<file path="config.mk">
export PLATFORM = sky130hd
export DESIGN_NAME = pipeline_ctrl_flat
export DESIGN_NICKNAME = d
export VERILOG_FILES = /design/src/rtl/pipeline_ctrl_if.sv /design/src/rtl/pipeline_ctrl.sv /design/src/flat_wrapper.sv
export SDC_FILE = /design/constraint.sdc
export NUM_CORES = 1
export LEC_CHECK = 0
export CORE_ASPECT_RATIO = 0.6
export CORE_MARGIN = 2
export CORE_UTILIZATION = 45
export DETAILED_ROUTE_END_ITERATION = 6
export HOLD_SLACK_MARGIN = 0.02
export PLACE_DENSITY = 0.71
export RECOVER_POWER = 50
export SLEW_MARGIN = 20
export SYNTH_ARGS = -nofsm -noshare
export SYNTH_HDL_FRONTEND = slang
export SYNTH_SLANG_ARGS = --single-unit
</file>
<file path="constraint.sdc">
create_clock -name clk -period 3.9 [get_ports clk]
set_input_delay 0.39 -clock clk [delete_from_list [all_inputs] [get_ports clk]]
set_output_delay 0.39 -clock clk [all_outputs]
set_load 0.03 [all_outputs]
</file>
<file path="src/rtl/pipeline_ctrl_if.sv">
// Hazard-sequencer bundle: hazard sources from ID/EX/MEM in, per-stage ctrl codes out.
// master = pipeline side, slave = pipeline_ctrl.
interface pipeline_ctrl_if #(
  parameter int unsigned CNT_W = 32
);
  logic [4:0]       id_rs1_addr_i;
  logic [4:0]       id_rs2_addr_i;
  logic             id_use_rs1_i;
  logic             id_use_rs2_i;
  logic             ex_is_load_i;
  logic [4:0]       ex_rd_addr_i;
  logic             ex_wreg_i;
  logic             branch_taken_i;
  logic             mem_req_i;
  logic             mem_ready_i;
  logic             md_start_i;
  logic             md_done_i;
  logic [1:0]       ctrl_pc_o;
  logic [1:0]       ctrl_if_id_o;
  logic [1:0]       ctrl_id_ex_o;
  logic [1:0]       ctrl_ex_mem_o;
  logic [1:0]       ctrl_mem_wb_o;
  logic [CNT_W-1:0] stall_cnt_o;
  logic             err_timeout_o;

  modport master (
    output id_rs1_addr_i, id_rs2_addr_i, id_use_rs1_i, id_use_rs2_i,
           ex_is_load_i, ex_rd_addr_i, ex_wreg_i, branch_taken_i,
           mem_req_i, mem_ready_i, md_start_i, md_done_i,
    input  ctrl_pc_o, ctrl_if_id_o, ctrl_id_ex_o, ctrl_ex_mem_o, ctrl_mem_wb_o,
           stall_cnt_o, err_timeout_o
  );

  modport slave (
    input  id_rs1_addr_i, id_rs2_addr_i, id_use_rs1_i, id_use_rs2_i,
           ex_is_load_i, ex_rd_addr_i, ex_wreg_i, branch_taken_i,
           mem_req_i, mem_ready_i, md_start_i, md_done_i,
    output ctrl_pc_o, ctrl_if_id_o, ctrl_id_ex_o, ctrl_ex_mem_o, ctrl_mem_wb_o,
           stall_cnt_o, err_timeout_o
  );
endinterface

</file>
<file path="src/rtl/pipeline_ctrl.sv">
// Central hazard/stall sequencer: drives Default/Stalled/Bubble into the five pipeline
// registers for load-use, taken-branch, data-memory waits and mul/div waits.
module pipeline_ctrl #(
  parameter int unsigned TIMEOUT = 256,
  parameter int unsigned CNT_W   = 32
) (
  input  logic           clk,
  input  logic           rst,
  pipeline_ctrl_if.slave bus
);

  localparam logic [1:0] CTRL_STATE_DEFAULT = 2'b00;
  localparam logic [1:0] CTRL_STATE_STALLED = 2'b01;
  localparam logic [1:0] CTRL_STATE_BUBBLE  = 2'b10;

  localparam int unsigned       WAIT_W    = (TIMEOUT > 1) ? $clog2(TIMEOUT) : 1;
  localparam logic [WAIT_W-1:0] WAIT_LAST = WAIT_W'(TIMEOUT - 1);

  typedef enum logic [1:0] {
    RUN,
    MEM_WAIT,
    MD_WAIT
  } state_t;

  typedef enum logic [2:0] {
    RULE_MEM,
    RULE_MD,
    RULE_BRANCH,
    RULE_LOAD_USE,
    RULE_NONE
  } rule_t;

  state_t             state;
  state_t             next_state;
  rule_t              rule;
  rule_t              late_rule;
  logic [WAIT_W-1:0]  wait_cnt;
  logic [CNT_W-1:0]   stall_cnt;
  logic               err_timeout;
  logic               timeout_hit;
  logic               mem_stall;
  logic               md_stall;
  logic               load_use;
  logic               wait_last;
  logic [1:0]         ctrl_pc;
  logic [1:0]         ctrl_if_id;
  logic [1:0]         ctrl_id_ex;
  logic [1:0]         ctrl_ex_mem;
  logic [1:0]         ctrl_mem_wb;

  assign mem_stall = bus.mem_req_i & ~bus.mem_ready_i;
  assign md_stall  = bus.md_start_i & ~bus.md_done_i;
  assign wait_last = (wait_cnt == WAIT_LAST);

  assign load_use = bus.ex_is_load_i & bus.ex_wreg_i & (bus.ex_rd_addr_i != 5'd0) &
                    ((bus.id_use_rs1_i & (bus.id_rs1_addr_i == bus.ex_rd_addr_i)) |
                     (bus.id_use_rs2_i & (bus.id_rs2_addr_i == bus.ex_rd_addr_i)));

  // Branch outranks load-use: the dependent younger instruction is flushed anyway.
  always_comb begin
    late_rule = RULE_NONE;
    if (bus.branch_taken_i)
      late_rule = RULE_BRANCH;
    else if (load_use)
      late_rule = RULE_LOAD_USE;
  end

  // Completion cycles re-arbitrate the remaining rules in the same cycle; the watchdog
  // cycle drops both wait rules so the pipeline is released back to RUN.
  always_comb begin
    rule        = late_rule;
    timeout_hit = 1'b0;
    case (state)
      RUN: begin
        if (mem_stall)
          rule = RULE_MEM;
        else if (md_stall)
          rule = RULE_MD;
      end
      MEM_WAIT: begin
        if (bus.mem_ready_i) begin
          if (md_stall)
            rule = RULE_MD;
        end else if (wait_last) begin
          timeout_hit = 1'b1;
        end else begin
          rule = RULE_MEM;
        end
      end
      MD_WAIT: begin
        if (bus.md_done_i) begin
          if (mem_stall)
            rule = RULE_MEM;
        end else if (wait_last) begin
          timeout_hit = 1'b1;
        end else begin
          rule = RULE_MD;
        end
      end
      default: rule = late_rule;
    endcase
  end

  always_comb begin
    next_state = RUN;
    case (rule)
      RULE_MEM: next_state = MEM_WAIT;
      RULE_MD:  next_state = MD_WAIT;
      default:  next_state = RUN;
    endcase
  end

  always_comb begin
    ctrl_pc     = CTRL_STATE_DEFAULT;
    ctrl_if_id  = CTRL_STATE_DEFAULT;
    ctrl_id_ex  = CTRL_STATE_DEFAULT;
    ctrl_ex_mem = CTRL_STATE_DEFAULT;
    ctrl_mem_wb = CTRL_STATE_DEFAULT;
    if (rst) begin
      ctrl_pc     = CTRL_STATE_BUBBLE;
      ctrl_if_id  = CTRL_STATE_BUBBLE;
      ctrl_id_ex  = CTRL_STATE_BUBBLE;
      ctrl_ex_mem = CTRL_STATE_BUBBLE;
      ctrl_mem_wb = CTRL_STATE_BUBBLE;
    end else begin
      case (rule)
        RULE_MEM: begin
          ctrl_pc     = CTRL_STATE_STALLED;
          ctrl_if_id  = CTRL_STATE_STALLED;
          ctrl_id_ex  = CTRL_STATE_STALLED;
          ctrl_ex_mem = CTRL_STATE_STALLED;
          ctrl_mem_wb = CTRL_STATE_BUBBLE;
        end
        RULE_MD: begin
          ctrl_pc     = CTRL_STATE_STALLED;
          ctrl_if_id  = CTRL_STATE_STALLED;
          ctrl_id_ex  = CTRL_STATE_STALLED;
          ctrl_ex_mem = CTRL_STATE_BUBBLE;
        end
        RULE_BRANCH: begin
          ctrl_if_id  = CTRL_STATE_BUBBLE;
          ctrl_id_ex  = CTRL_STATE_BUBBLE;
        end
        RULE_LOAD_USE: begin
          ctrl_pc     = CTRL_STATE_STALLED;
          ctrl_if_id  = CTRL_STATE_STALLED;
          ctrl_id_ex  = CTRL_STATE_BUBBLE;
        end
        default: ctrl_pc = CTRL_STATE_DEFAULT;
      endcase
    end
  end

  // Wait counter only advances while staying in a wait state; leaving at WAIT_LAST keeps it from wrapping.
  always_ff @(posedge clk) begin
    if (rst) begin
      state       <= RUN;
      wait_cnt    <= '0;
      stall_cnt   <= '0;
      err_timeout <= 1'b0;
    end else begin
      state <= next_state;
      if ((next_state == state) && (state != RUN))
        wait_cnt <= wait_cnt + WAIT_W'(1);
      else
        wait_cnt <= '0;
      if ((ctrl_pc == CTRL_STATE_STALLED) && (stall_cnt != '1))
        stall_cnt <= stall_cnt + CNT_W'(1);
      if (timeout_hit)
        err_timeout <= 1'b1;
    end
  end

  assign bus.ctrl_pc_o     = ctrl_pc;
  assign bus.ctrl_if_id_o  = ctrl_if_id;
  assign bus.ctrl_id_ex_o  = ctrl_id_ex;
  assign bus.ctrl_ex_mem_o = ctrl_ex_mem;
  assign bus.ctrl_mem_wb_o = ctrl_mem_wb;
  assign bus.stall_cnt_o   = stall_cnt;
  assign bus.err_timeout_o = err_timeout;

endmodule

</file>
<file path="src/flat_wrapper.sv">
// flat-port wrapper written by rule: the top's interface ports become plain ports
module pipeline_ctrl_flat 
#(
  parameter int unsigned TIMEOUT = 256,
  parameter int unsigned CNT_W   = 32
)
  (clk, rst, bus_id_rs1_addr_i, bus_id_rs2_addr_i, bus_id_use_rs1_i, bus_id_use_rs2_i, bus_ex_is_load_i, bus_ex_rd_addr_i, bus_ex_wreg_i, bus_branch_taken_i, bus_mem_req_i, bus_mem_ready_i, bus_md_start_i, bus_md_done_i, bus_ctrl_pc_o, bus_ctrl_if_id_o, bus_ctrl_id_ex_o, bus_ctrl_ex_mem_o, bus_ctrl_mem_wb_o, bus_stall_cnt_o, bus_err_timeout_o);
  pipeline_ctrl_if #(.CNT_W(CNT_W)) bus_i ();
  input  logic clk;
  input  logic rst;
  input wire logic [$bits(bus_i.id_rs1_addr_i)-1:0] bus_id_rs1_addr_i;
  input wire logic [$bits(bus_i.id_rs2_addr_i)-1:0] bus_id_rs2_addr_i;
  input wire logic [$bits(bus_i.id_use_rs1_i)-1:0] bus_id_use_rs1_i;
  input wire logic [$bits(bus_i.id_use_rs2_i)-1:0] bus_id_use_rs2_i;
  input wire logic [$bits(bus_i.ex_is_load_i)-1:0] bus_ex_is_load_i;
  input wire logic [$bits(bus_i.ex_rd_addr_i)-1:0] bus_ex_rd_addr_i;
  input wire logic [$bits(bus_i.ex_wreg_i)-1:0] bus_ex_wreg_i;
  input wire logic [$bits(bus_i.branch_taken_i)-1:0] bus_branch_taken_i;
  input wire logic [$bits(bus_i.mem_req_i)-1:0] bus_mem_req_i;
  input wire logic [$bits(bus_i.mem_ready_i)-1:0] bus_mem_ready_i;
  input wire logic [$bits(bus_i.md_start_i)-1:0] bus_md_start_i;
  input wire logic [$bits(bus_i.md_done_i)-1:0] bus_md_done_i;
  output wire logic [$bits(bus_i.ctrl_pc_o)-1:0] bus_ctrl_pc_o;
  output wire logic [$bits(bus_i.ctrl_if_id_o)-1:0] bus_ctrl_if_id_o;
  output wire logic [$bits(bus_i.ctrl_id_ex_o)-1:0] bus_ctrl_id_ex_o;
  output wire logic [$bits(bus_i.ctrl_ex_mem_o)-1:0] bus_ctrl_ex_mem_o;
  output wire logic [$bits(bus_i.ctrl_mem_wb_o)-1:0] bus_ctrl_mem_wb_o;
  output wire logic [$bits(bus_i.stall_cnt_o)-1:0] bus_stall_cnt_o;
  output wire logic [$bits(bus_i.err_timeout_o)-1:0] bus_err_timeout_o;
  assign bus_i.id_rs1_addr_i = bus_id_rs1_addr_i;
  assign bus_i.id_rs2_addr_i = bus_id_rs2_addr_i;
  assign bus_i.id_use_rs1_i = bus_id_use_rs1_i;
  assign bus_i.id_use_rs2_i = bus_id_use_rs2_i;
  assign bus_i.ex_is_load_i = bus_ex_is_load_i;
  assign bus_i.ex_rd_addr_i = bus_ex_rd_addr_i;
  assign bus_i.ex_wreg_i = bus_ex_wreg_i;
  assign bus_i.branch_taken_i = bus_branch_taken_i;
  assign bus_i.mem_req_i = bus_mem_req_i;
  assign bus_i.mem_ready_i = bus_mem_ready_i;
  assign bus_i.md_start_i = bus_md_start_i;
  assign bus_i.md_done_i = bus_md_done_i;
  assign bus_ctrl_pc_o = bus_i.ctrl_pc_o;
  assign bus_ctrl_if_id_o = bus_i.ctrl_if_id_o;
  assign bus_ctrl_id_ex_o = bus_i.ctrl_id_ex_o;
  assign bus_ctrl_ex_mem_o = bus_i.ctrl_ex_mem_o;
  assign bus_ctrl_mem_wb_o = bus_i.ctrl_mem_wb_o;
  assign bus_stall_cnt_o = bus_i.stall_cnt_o;
  assign bus_err_timeout_o = bus_i.err_timeout_o;
  pipeline_ctrl #(.TIMEOUT(TIMEOUT), .CNT_W(CNT_W)) u_core (.clk(clk), .rst(rst), .bus(bus_i));
endmodule
</file>
==> flow_metrics.tcl <==
set metrics [dict create \
    grtUsageMet2_pct 29.00 \
    synthTopCellsByArea "dfxtp_1, xnor2_1, nor2_1" \
    fin_nets 403 \
    antenna_found_initial 0 \
    path_max_fanout 5 \
    min_path_type "reg -> reg" \
    period_needed_ns 3.666 \
    gp_congestion 0.9582 \
    cts_buffers 5 \
    ys_ff_latch 43 \
    fin_skew_ns 0.009741 \
    synth_flop_cell "dfxtp_1" \
    drt_wl_total_um 6401 \
    synth_compound_area_share_pct 9.928 \
    synth_top_family_by_area "simple AND/OR/NAND/NOR gates" \
    vias 2451 \
    yosysSeqAreaShare_pct 32.84 \
    grt_remaining_overflow 0 \
    drc 0 \
    cts_tree "built" \
    crit_path_end_kind "output pin" \
    dpl.cell_count 444 \
    viasPerCell 5.423 \
    run_status "finished, final reports clean" \
    irDropWorstVdd_mv 0.1779 \
    final-setup-viol-count 0 \
    met3_usage_pct 5.216 \
    drtPass1Iterations 4 \
    synth_top_cell_area_share_pct 32.84 \
    slowest_stage "a211oi_1" \
    worstPathCellList "clkdlybuf4s50_1 > or3_1 > o311a_1 > a211oi_1 > or2_2 > nor2_1 > clkdlybuf4s50_1" \
    async_flop_share_pct 0 \
    core_area_mm2 0.005597 \
    rsz0062_at_grt "false" \
    fp.dieW_um 102.5 \
    synthMuxAreaShare_pct 8.974 \
    layout-drive-gt1-share_pct 11.83 \
    synth.distinct_cells 52 \
    instances_no_fill 452 \
    cp.required_ns 3.51 \
    cts.sinks 43 \
    grt_pass1_vias 2206 \
    slew_violations 0 \
    cap_violations 0 \
    cp_common_cell "clkdlybuf4s50_1" \
    ant_nets 0 \
    avgRoutedWirePerCell_um 14.16 \
    cts_resized 0 \
    fin_crit_sh_pct 94.00 \
    postCtsSetupBuffers 0 \
    yosysTopAreaCell "dfxtp_1" \
    areaGrowthSynthToFinish_pct 31.41 \
    grt_max_degree 41 \
    slew_headroom_pct 46.21 \
    yosysMostFrequentCell "nor2_1" \
    ys_top_cells_by_count "nor2_1, dfxtp_1, xnor2_1" \
    root_buffer "clkbuf_8" \
    die_h_um 63.12 \
    synthAdderAreaFrac_pct 2.864 \
    synthCells 309 \
    finalPower_mw 1.071 \
    fill_cells 502 \
    num_io_pins 69 \
    dp_hpwl_um 4758 \
    cpPeakStageDelay_ns 0.71 \
    synth_edf_count 0 \
    cp.arrival_ns 3.28 \
    htreeDepth 2 \
    timing.fmax_mhz 272.8 \
    start_util_pct 46.84 \
    clockBufferDepth 2 \
    hold_viol_final 0 \
    grt_most_used_layer "met1" \
    ctsHoldBuffers 0 \
    worstSetupPathType "in -> out" \
    numPortBuffers 67 \
    yosysWarnings 0 \
    leakage_nw 1.388 \
    synth-simple-area-share_pct 33.51 \
    gr-usage-met1_pct 29.68 \
    critPathBufInv 2 \
    startpoint_type "primary input" \
    first_iter_violations 147 \
    syn_area_mm2 0.002621 \
    synth_area_per_cell_um2 8.483 \
    yosys.area_share.xor_xnor_pct 7.351 \
    grt_pass1_wl_um 10290 \
    dieArea_mm2 0.006472 \
    track_usage_pct 19.76 \
    num_rows 21 \
    worst_pin_slew_ns 0.8021 \
    synth_nets 341 \
    finalSetupTns_ns 0 \
    power_density_mw_per_mm2 310.9 \
    clock_latency_ns 0.30 \
    path_clk_slew_ns 0.09 \
    diodes 0 \
    crit_family "buffers and inverters" \
]
worst reg2reg max path, cell delays in order, from the launching register on:
cell and delay, ns:
dfxtp_1 0.41, inv_1 0.08, ha_1 0.25, nor2b_1 0.16
o22a_1 0.22, a221oi_2 0.37, a211oi_1 0.20, nor3_2 0.26
clkbuf_1 0.56, and4_1 0.30, mux2_1 0.31
logic make-up (layout without fill, tap and decap cells):
logic type / count (synthesis) / in the layout
adder cells (fa/ha/maj): 6 / 6
buffers and inverters: 25 / 88
multiplexers: 20 / 20
AO/OA/AOI/OAI: 34 / 34
XOR/XNOR: 22 / 22
other: 1 / 1
flip-flops: 43 / 43
AND/OR/NAND/NOR: 158 / 158
worst paths after layout:
check | start | cells after the start | to | slack [ns]
setup / recovery | bus_ex_rd_addr_i[1] | 7 | bus_ctrl_pc_o[0] | 0.23
hold / removal | u_core.wait_cnt[0] | 1 | u_core.wait_cnt[0] | 0.45
setup reg to reg | u_core.state[0] | 10 | u_core.bus.stall_cnt_o[18] | 0.67
hold reg to reg | u_core.wait_cnt[0] | 1 | u_core.wait_cnt[0] | 0.45
registers in the layout, indices dropped and copies added, names as in the netlist:
| name | count |
|---|---|
| u_core.bus.stall_cnt_o | 32 |
| u_core.wait_cnt | 8 |
| u_core.state | 2 |
| u_core.bus.err_timeout_o | 1 |
stage by stage:
stage	worst slack [ns]	hold slack (ns)	area, µm²	util [%]
2_1_floorplan	0.9683	0.4247	2621	-
3_3_place_gp	0.5228	0.4395	3332	59.54
5_1_grt	0.04286	0.4894	3445	61.55
3_5_place_dp	0.4170	0.4472	3332	59.54
4_1_cts	0.2776	0.4603	3453	61.70
6_report	0.2338	0.4521	3445	61.55
power by group:
group	internal [mW]	switching, mW
Sequential	0.448	0.0106
Clock	0.211	0.166
Combinational	0.0990	0.137
Total	0.758	0.313
cells in the final DEF, fill, tap and decap left out, drive strengths merged, types with 5 or more instances in the layout:
cell type,Yosys,routed
dfxtp,43,43
and4,5,5
a21oi,8,8
and3,12,12
dlygate4sd3,0,33
mux2,19,19
clkdlybuf4s50,0,33
ha,6,6
clkbuf,9,7
nand2,8,8
nand2b,7,7
inv,10,11
a31o,5,5
nor2,45,45
nor3,12,12
and2,6,6
nand4,14,14
nor2b,19,19
xnor2,20,20
nand3,17,17
final cells by class:
cell class / instances / area, µm² / area share [%]
Clock buffer: 6 / 82.58 / 2.397
Sequential cell: 43 / 860.8 / 24.99
Tap cell: 80 / 100.1 / 2.906
Clock inverter: 2 / 38.79 / 1.126
Inverter: 10 / 37.54 / 1.090
Multi-Input combinational cell: 241 / 1640 / 47.62
Timing Repair Buffer: 70 / 684.4 / 19.87
layer usage:
metal  wire [µm]  vias up
met5           0        -
met4          36        0
met3         572        7
met2        2612       96
met1        3180     1134
li1            -     1214
Note: power is estimated with default switching activity, not from simulation.
